**src/rtl/sts_control_pkg.sv**
```systemverilog
// ---------------------------------------------------------------------------
// sts_control_pkg
// Purpose : shared definitions for the status/completion controller.
//           Holds the FSM state encoding, the default status tag, a clog2
//           helper for counter sizing and the status word field layout
//           (the same layout the host driver header decodes).
// Ports   : none (package)
// ---------------------------------------------------------------------------
package sts_control_pkg;

   // Two-bit encoding leaves spare codes; any of them recovers to IDLE.
   typedef enum logic [1:0] {
      ST_IDLE     = 2'd0,
      ST_WAIT_FIN = 2'd1
   } state_t;

   localparam logic [7:0] DEFAULT_STATUS_TAG = 8'hD0;

   // Status word layout: {tag, reserved, seq}
   localparam int STS_TAG_MSB  = 31;
   localparam int STS_TAG_LSB  = 24;
   localparam int STS_RSVD_MSB = 23;
   localparam int STS_RSVD_LSB = 16;
   localparam int STS_SEQ_MSB  = 15;
   localparam int STS_SEQ_LSB  = 0;

   function automatic int clog2(input int value);
      int r;
      int v;
      r = 0;
      v = value - 1;
      while (v > 0) begin
         r = r + 1;
         v = v >> 1;
      end
      return r;
   endfunction

   function automatic logic [31:0] status_word(input logic [7:0] tag, input logic [15:0] seq);
      logic [31:0] w;
      w = '0;
      w[STS_TAG_MSB:STS_TAG_LSB]   = tag;
      w[STS_RSVD_MSB:STS_RSVD_LSB] = 8'h00;
      w[STS_SEQ_MSB:STS_SEQ_LSB]   = seq;
      return w;
   endfunction

endpackage

```
**src/rtl/sts_control_bram_finish_tracker.sv**
```systemverilog
// ---------------------------------------------------------------------------
// sts_control_bram_finish_tracker
// Purpose : one sticky "finished" flag per output BRAM controller, plus the
//           all-finished reduction the completion FSM waits on.
// Ports   : clk, rstn        clock, async active-low reset
//           i_finished       per-BRAM one-cycle finished pulses
//           i_clear          clears all flags (status write issue cycle)
//           o_all_finished   every flag set (constant 1 with no BRAMs)
// ---------------------------------------------------------------------------
module sts_control_bram_finish_tracker #(
   parameter int NUM_BRAMS = 0
) (
   input  logic                                      clk,
   input  logic                                      rstn,
   input  logic [(NUM_BRAMS > 0 ? NUM_BRAMS : 1)-1:0] i_finished,
   input  logic                                      i_clear,
   output logic                                      o_all_finished
);

   generate
      if (NUM_BRAMS == 0) begin : g_no_brams
         // No BRAM dependency: the tracker is transparent.
         logic w_unused;
         assign w_unused       = ^{clk, rstn, i_finished, i_clear};
         assign o_all_finished = 1'b1;
      end else begin : g_brams
         logic [NUM_BRAMS-1:0] r_flags;

         // A pulse arriving on the clear cycle belongs to the next call,
         // so set wins over clear.
         always_ff @(posedge clk or negedge rstn) begin
            if (!rstn) begin
               r_flags <= '0;
            end else begin
               r_flags <= (r_flags & ~{NUM_BRAMS{i_clear}}) | i_finished;
            end
         end

         assign o_all_finished = &r_flags;
      end
   endgenerate

endmodule

```
**src/rtl/sts_control.sv**
```systemverilog
// ---------------------------------------------------------------------------
// sts_control
// Purpose : completion side of the accelerator command path. Tracks launched
//           and completed calls, waits for all output BRAM controllers to
//           drain each completed call, then pushes one status word per call
//           into the status queue.
// Ports   : clk, rstn              clock, async active-low reset
//           ap_start_single        launch pulse
//           ap_done                completion pulse
//           outbram_ctrl_finished  per-BRAM drained pulses
//           dout, write            status word and its write strobe
//           full                   status queue full (stalls the write)
//           busy                   work in flight or FSM not idle
//           err                    sticky protocol error
// ---------------------------------------------------------------------------
module sts_control
   import sts_control_pkg::*;
#(
   parameter int          NUM_OUTPUT_BRAMs = 0,
   parameter int          MAX_OUTSTANDING  = 4,
   parameter logic [7:0]  STATUS_TAG       = DEFAULT_STATUS_TAG
) (
   input  logic                                                    clk,
   input  logic                                                    rstn,
   input  logic                                                    ap_start_single,
   input  logic                                                    ap_done,
   input  logic [(NUM_OUTPUT_BRAMs > 0 ? NUM_OUTPUT_BRAMs : 1)-1:0] outbram_ctrl_finished,
   output logic [31:0]                                             dout,
   output logic                                                    write,
   input  logic                                                    full,
   output logic                                                    busy,
   output logic                                                    err
);

   localparam int            CW      = clog2(MAX_OUTSTANDING + 1);
   localparam logic [CW:0]   MAX_SUM = (CW + 1)'(MAX_OUTSTANDING);

   state_t        r_state;
   state_t        w_state_next;
   logic [CW-1:0] r_launched_cnt;
   logic [CW-1:0] r_done_cnt;
   logic [15:0]   r_seq;
   logic [31:0]   r_dout;
   logic          r_write;
   logic          r_err;

   logic [CW:0]   w_outstanding;
   logic          w_room;
   logic          w_start_ok;
   logic          w_done_ok;
   logic          w_start_err;
   logic          w_done_err;
   logic          w_issue;
   logic          w_all_finished;

   sts_control_bram_finish_tracker #(
      .NUM_BRAMS (NUM_OUTPUT_BRAMs)
   ) u_tracker (
      .clk            (clk),
      .rstn           (rstn),
      .i_finished     (outbram_ctrl_finished),
      .i_clear        (w_issue),
      .o_all_finished (w_all_finished)
   );

   // Launched and completed-but-unreported calls share one budget.
   assign w_outstanding = {1'b0, r_launched_cnt} + {1'b0, r_done_cnt};
   assign w_room        = (w_outstanding < MAX_SUM);
   assign w_start_ok    = ap_start_single & w_room;
   assign w_start_err   = ap_start_single & ~w_room;
   // A done is legal if something is in flight, or a launch lands alongside it.
   assign w_done_ok     = ap_done & ((r_launched_cnt != '0) | w_start_ok);
   assign w_done_err    = ap_done & (r_launched_cnt == '0) & ~ap_start_single;

   always_ff @(posedge clk or negedge rstn) begin
      if (!rstn) begin
         r_state <= ST_IDLE;
      end else begin
         r_state <= w_state_next;
      end
   end

   always_comb begin
      w_state_next = r_state;
      w_issue      = 1'b0;
      case (r_state)
         ST_IDLE: begin
            if (r_done_cnt != '0) begin
               w_state_next = ST_WAIT_FIN;
            end
         end
         ST_WAIT_FIN: begin
            // full only stalls; the word is issued once space appears.
            if (w_all_finished && !full) begin
               w_issue      = 1'b1;
               w_state_next = ST_IDLE;
            end
         end
         default: begin
            w_state_next = ST_IDLE;
         end
      endcase
   end

   always_ff @(posedge clk or negedge rstn) begin
      if (!rstn) begin
         r_write        <= 1'b0;
         r_dout         <= '0;
         r_seq          <= '0;
         r_launched_cnt <= '0;
         r_done_cnt     <= '0;
         r_err          <= 1'b0;
      end else begin
         r_write <= w_issue;
         if (w_issue) begin
            r_dout <= status_word(STATUS_TAG, r_seq);
            r_seq  <= r_seq + 16'd1;
         end

         case ({w_start_ok, w_done_ok})
            2'b10:   r_launched_cnt <= r_launched_cnt + CW'(1);
            2'b01:   r_launched_cnt <= r_launched_cnt - CW'(1);
            default: r_launched_cnt <= r_launched_cnt;
         endcase

         case ({w_done_ok, w_issue})
            2'b10:   r_done_cnt <= r_done_cnt + CW'(1);
            2'b01:   r_done_cnt <= r_done_cnt - CW'(1);
            default: r_done_cnt <= r_done_cnt;
         endcase

         if (w_start_err || w_done_err) begin
            r_err <= 1'b1;
         end
      end
   end

   assign dout  = r_dout;
   assign write = r_write;
   assign err   = r_err;
   assign busy  = (r_state != ST_IDLE) | (r_launched_cnt != '0) | (r_done_cnt != '0);

endmodule

```
**config.mk**
```make
export PLATFORM = sky130hd
export DESIGN_NAME = sts_control
export DESIGN_NICKNAME = d
export VERILOG_FILES = /design/src/rtl/sts_control_pkg.sv /design/src/rtl/sts_control_bram_finish_tracker.sv /design/src/rtl/sts_control.sv
export SDC_FILE = /design/constraint.sdc
export NUM_CORES = 1
export LEC_CHECK = 0
export BUFFER_PORTS_ARGS = -buffer_cell sky130_fd_sc_hd__buf_2
export CORE_AREA = 2 2 67 69
export CTS_CLUSTER_DIAMETER = 30
export DETAILED_ROUTE_END_ITERATION = 8
export DIE_AREA = 0 0 69 71
export GPL_TIMING_DRIVEN = 0
export PLACE_DENSITY = 0.66
export SYNTH_ARGS = -nofsm -noshare
export SYNTH_HDL_FRONTEND = slang
export SYNTH_SLANG_ARGS = --single-unit
```
**constraint.sdc**
```tcl
create_clock -name clk -period 4.3 [get_ports clk]
set_clock_uncertainty 0.05 [all_clocks]
set_input_delay 0.43 -clock clk [delete_from_list [all_inputs] [get_ports clk]]
set_output_delay 0.43 -clock clk [all_outputs]
set_load 0.02 [all_outputs]
```
Yosys cells after proc, flatten, opt, wreduce, memory -nomap -nowiden --
Cells that the tools add are included.
Storage, ports and cells: input bits 6, output and inout port bits 35, logic and storage cells 47, flip-flop bits (word level) 43
Cells by class: magnitude comparators 1, equal/unequal tests 7, add/subtract/negate cells 6, mux-type cells 7, reductions and logical operators 9, bitwise logic cells 10
Operators by type and width (count):
- adder 16 x 1 -> 16 bit (second input constant) | 1
- case mux 3 bit (2 select lines) | 2
- adder 3 x 1 -> 3 bit (second input constant) | 2
- == test 2 x 1 -> 1 bit (second input constant) | 3
- nonzero test 2 bit | 3
- nonzero test 3 bit | 2
- subtractor 3 x 1 -> 3 bit (second input constant) | 2
- AND 1 bit | 5
- adder 3 x 3 -> 4 bit | 1
- == test 2 bit (second input constant) | 2
- less-than comparator 4 x 3 -> 1 bit (second input constant) | 1
- 2-to-1 mux 2 bit | 2
- inequality test 2 bit (second input constant) | 2
- case mux 2 bit (2 select lines) | 1
- logical NOT 3 bit | 1
- OR 1 bit | 3
- logical NOT 2 bit | 1
- 2-to-1 mux 1 bit | 2
- NOT 1 bit | 2
- AND reduction 2 bit | 1
- logical OR 1 bit | 1

Depth between registers and ports, before layout --
word-level depth 7, mapped depth 10

Modules after synthesis --
From an unflattened synthesis, not the netlist that was laid out.
Unflattened totals: cell total of the unflattened synthesis 192, area total of the unflattened synthesis 1966.9 um^2
By module, submodules not included:
- sts_control | seq. area each 1051.0 um^2, times used 1, cells an instance 190, area an instance 1955.6 um^2
- sts_control_bram_finish_tracker | seq. area each 0.0 um^2, times used 1, cells an instance 2, area an instance 11.3 um^2

Worst setup path after synthesis --
Ideal clock, no wire load.
path kind reg-to-reg, from reg r_launched_cnt[2], to reg r_launched_cnt[2], setup time 0.079 ns, path slack 2.010 ns, stages on the path, launching flop included 11, data required time 4.171 ns, path buffers 0, arrival 2.161 ns, cell sequence dfrtp_1 ha_1 nor4b_1 o21ai_0 inv_1 ha_1 inv_1 fa_1 xor2_1 nor2_1 xor2_1
On the way: longest elaborated chain between the ends 7, elaborated cells between the ends (all ways) 12
RTL lines:
- start: declaration | line sts_control.sv:40 | logic [CW-1:0] r_launched_cnt;
- start signal: assignment | line sts_control.sv:121 | 2'b10: r_launched_cnt <= r_launched_cnt + CW'(1);
- start signal: assignment | line sts_control.sv:122 | 2'b01: r_launched_cnt <= r_launched_cnt - CW'(1);
- start signal: assignment | line sts_control.sv:123 | default: r_launched_cnt <= r_launched_cnt;
- adder 3 x 3 -> 4 bit | line sts_control.sv:67 | assign w_outstanding = {1'b0, r_launched_cnt} + {1'b0, r_done_cnt};
- less-than comparator 4 x 3 -> 1 bit | line sts_control.sv:68 | assign w_room = (w_outstanding < MAX_SUM);
- AND 1 bit | line sts_control.sv:69 | assign w_start_ok = ap_start_single & w_room;
- OR 1 bit | line sts_control.sv:72 | assign w_done_ok = ap_done & ((r_launched_cnt != '0) | w_start_ok);
- AND 1 bit | line sts_control.sv:72
- == test 2 x 1 -> 1 bit / == test 2 bit (equally long branches) | line sts_control.sv:120 | case ({w_start_ok, w_done_ok})
- case mux 3 bit (2 select lines) / nonzero test 2 bit (equally long branches)
Several ways; a longest one is shown, not always the timed one. A chain may end at the register's enable or synchronous reset.

Worst setup path after layout --
Ends and elaborated chain as after synthesis.

==> metrics.csv <==
metric,value,unit
status,"complete, no violations",
slew_viol_final,0,
switching_share,35.1,%
total_power,0.00127,W
grt_usage,14.1,%
cts_buffers,5,
ys_types,29,
die_area,0.00490,sq mm
critPathLaunch,r_launched_cnt[2]$_DFFE_PN0P_,
initialDrtViolationCount,85,
dr.pass1.iters,4,
rsz0062_at_grt,false,
area_growth,17.9,%
cp.required,4.47,ns
pin_count,41,
core-area,0.00420,sq mm
fin_setup_tns,0,ns
clock-root-buffer,clkbuf_8,
drc,0,
syn-cell-area,0.00195,sq mm
dpl.hpwl,2250,um
crit_arrival,2.69,ns
path_clk_slew,0.08,ns
fp.dieW,69,um
hold_viol,0,
grt_max_degree,43,
critPathKind,flip-flop to flip-flop,
layout-drive-gt1-share,24.6,%
setup_viol,0,
p_per_area,551,mW/mm^2
cts.sinks,42,
cts.path.max_buffers,2,
start_util,46.4,%
grt_pass1_vias,1246,
cp_slowest_stage_delay,0.42,ns
r2r_end,r_launched_cnt[2]$_DFFE_PN0P_,
synth.avg_cell_area,10.5,sq um
hp-class,input port to asynchronous set/reset pin,
die_h,71,um
p_int,0.000822,W
reg2regPathDepth,10,
power_frac_clock,24.1,%
cp-endpoint,r_launched_cnt[2]$_DFFE_PN0P_,
cp_slowest_cell,dfrtp_1,
cts_tree,yes,
seqPwrFrac,46.1,%
p_sw,0.000445,W
path_max_fanout,4,
end_kind,flip-flop,
antenna_found_initial,0,
final_period_minus_worst_setup_slack,2.51,ns
syn-instance-count,186,
mostFrequentLayoutCells,"nand2_1, dfrtp_1, buf_2, buf_4",
worstMarginPinSlew,0.913,ns
worstPathCellList,ha_1 > nor4b_1 > o21ai_0 > inv_1 > ha_1 > inv_1 > fa_1 > xor2_1 > nor2_1 > xor2_1,
numPortBuffers,26,
via_per_inst,4.53,
startpoint_type,flip-flop,
h-tree-depth,2,
ir_drop,0.265,mV
p_leak,1.23,nW
routedWlPerCell,11.0,um
vias,1287,
cp.depth,10,
reg2reg_slack,1.79,ns
ys_ff_latch,42,
antenna_left,0,
max_cap_violations,0,
combPwrFrac,29.8,%
core.rowCount,24,
final_common_cell,nand2_1,
overflow,0,
regToRegStartpoint,r_launched_cnt[2]$_DFFE_PN0P_,
nets,244,
worstSkewPairLatency,0.30,ns
cts_resized,0,
finalCritPeriodShare,58.4,%
max_freq,398,MHz
crit_family,adder cells,
grt_first_pass_wirelength,5500,um
ys_seq_area_share,53.9,%
ys_warn_count,0,
critPathBufInv,2,
routed_wl,3110,um
antenna_cells,0,
slew_headroom,39.1,%
cts_setup_buffers,0,
gp_congestion,0.741,
postCtsHoldBufs,0,
Yosys cell counts:
cell,number,area (sq um)
mux2i_1,1,10.0
nor3_2,2,20.0
nand3_2,1,10.0
nand2b_1,2,12.5
nor4b_1,1,8.76
and3_1,1,6.26
dfrtp_1,42,1050
fa_1,2,40.0
ha_1,5,62.6
nor2_1,6,22.5
inv_1,6,22.5
nand4_1,2,12.5
nor4_1,2,12.5
nand4b_1,1,8.76
conb_1,1,3.75
nor4_4,1,21.3
buf_2,2,10.0
nand3_1,8,40.0
xnor2_1,13,114
nand2_1,53,199
buf_4,15,113
a21o_1,2,15.0
or3_1,1,6.26
o21ai_0,2,10.0
clkbuf_1,3,11.3
nor3_1,1,5.00
nand4_4,1,21.3
mux2_2,1,11.3
xor2_1,8,70.1
cell type report:
class	count	area, sq um
Sequential cell	42	1050
Clock buffer	5	68.8
Multi-Input combinational cell	130	788
Fill cell	390	1900
Buffer	20	134
Timing Repair Buffer	26	130
Tap cell	52	65.1
Clock inverter	3	40.0
Inverter	6	22.5
registers in the layout (all words and copies together) (netlist names):
signal          flops
dout               17
err                 1
r_done_cnt          3
r_launched_cnt      3
r_seq              16
r_state             1
write               1
cells by family (layout without fill, tap and decap cells):
logic type	Yosys count	count (layout)	synth area share, %
AND/OR/NAND/NOR	83	83	20.8
AO/OA/AOI/OAI	4	4	1.28
buffers and inverters	26	60	8.02
multiplexers	2	2	1.09
flip-flops	42	42	53.9
XOR/XNOR	21	21	9.43
adder cells (fa/ha/maj)	7	7	5.26
other	1	13	0.192
worst register-to-register path, delay by kind of cell (launching register included):
family,cells,cell delay [ns]
adders and majority gates,3,0.87
and+or+nand+nor,2,0.46
buffers and inverters,2,0.14
DFF,1,0.42
xor gates and xnor gates,2,0.31
AOI/OAI and AO/OA,1,0.19
layer usage:
layer	part of all wire (%)	track usage [%]	vias to the layer above
li1	-	-	656
met1	47	18.9	597
met2	46	22.0	32
met3	5.6	4.70	2
met4	1.1	4.58	0
met5	0	0	-
power groups by stage:
stage          clock, W  combinational [W]  sequential, W
6_report       0.000305           0.000378       0.000584
5_1_grt        0.000330           0.000430       0.000600
4_1_cts        0.000316           0.000383       0.000585
3_5_place_dp          0           0.000380       0.000592
3_3_place_gp          0           0.000367       0.000590
2_1_floorplan         0           0.000254       0.000611
worst min path at each step:
stage | slack, ns | start | depth (start not counted) | endpoint
after floorplan | 0.08 | rstn | 0 | dout[0]$_DFFE_PN0P_
after global placement | 0.39 | err$_DFFE_PN0P_ | 1 | err$_DFFE_PN0P_
after detailed placement | 0.39 | err$_DFFE_PN0P_ | 1 | err$_DFFE_PN0P_
after CTS | 0.24 | rstn | 1 | dout[28]$_DFFE_PN0P_
after global routing | 0.30 | rstn | 1 | dout[10]$_DFFE_PN0P_
final | 0.21 | rstn | 1 | dout[10]$_DFFE_PN0P_
through the flow:
step / setup slack [ns] / cells / utilization [%] / hold slack, ns / instance area, sq um
2_1_floorplan: 2.01 / 198 / - / 0.0844 / 2000
3_3_place_gp: 1.82 / 276 / 52.1 / 0.386 / 2190
3_5_place_dp: 1.78 / 276 / 52.1 / 0.390 / 2190
4_1_cts: 1.78 / 284 / 54.7 / 0.241 / 2300
5_1_grt: 1.62 / 284 / 54.7 / 0.297 / 2300
6_report: 1.79 / 284 / 54.7 / 0.207 / 2300
Power figures use the tool's default switching activity.
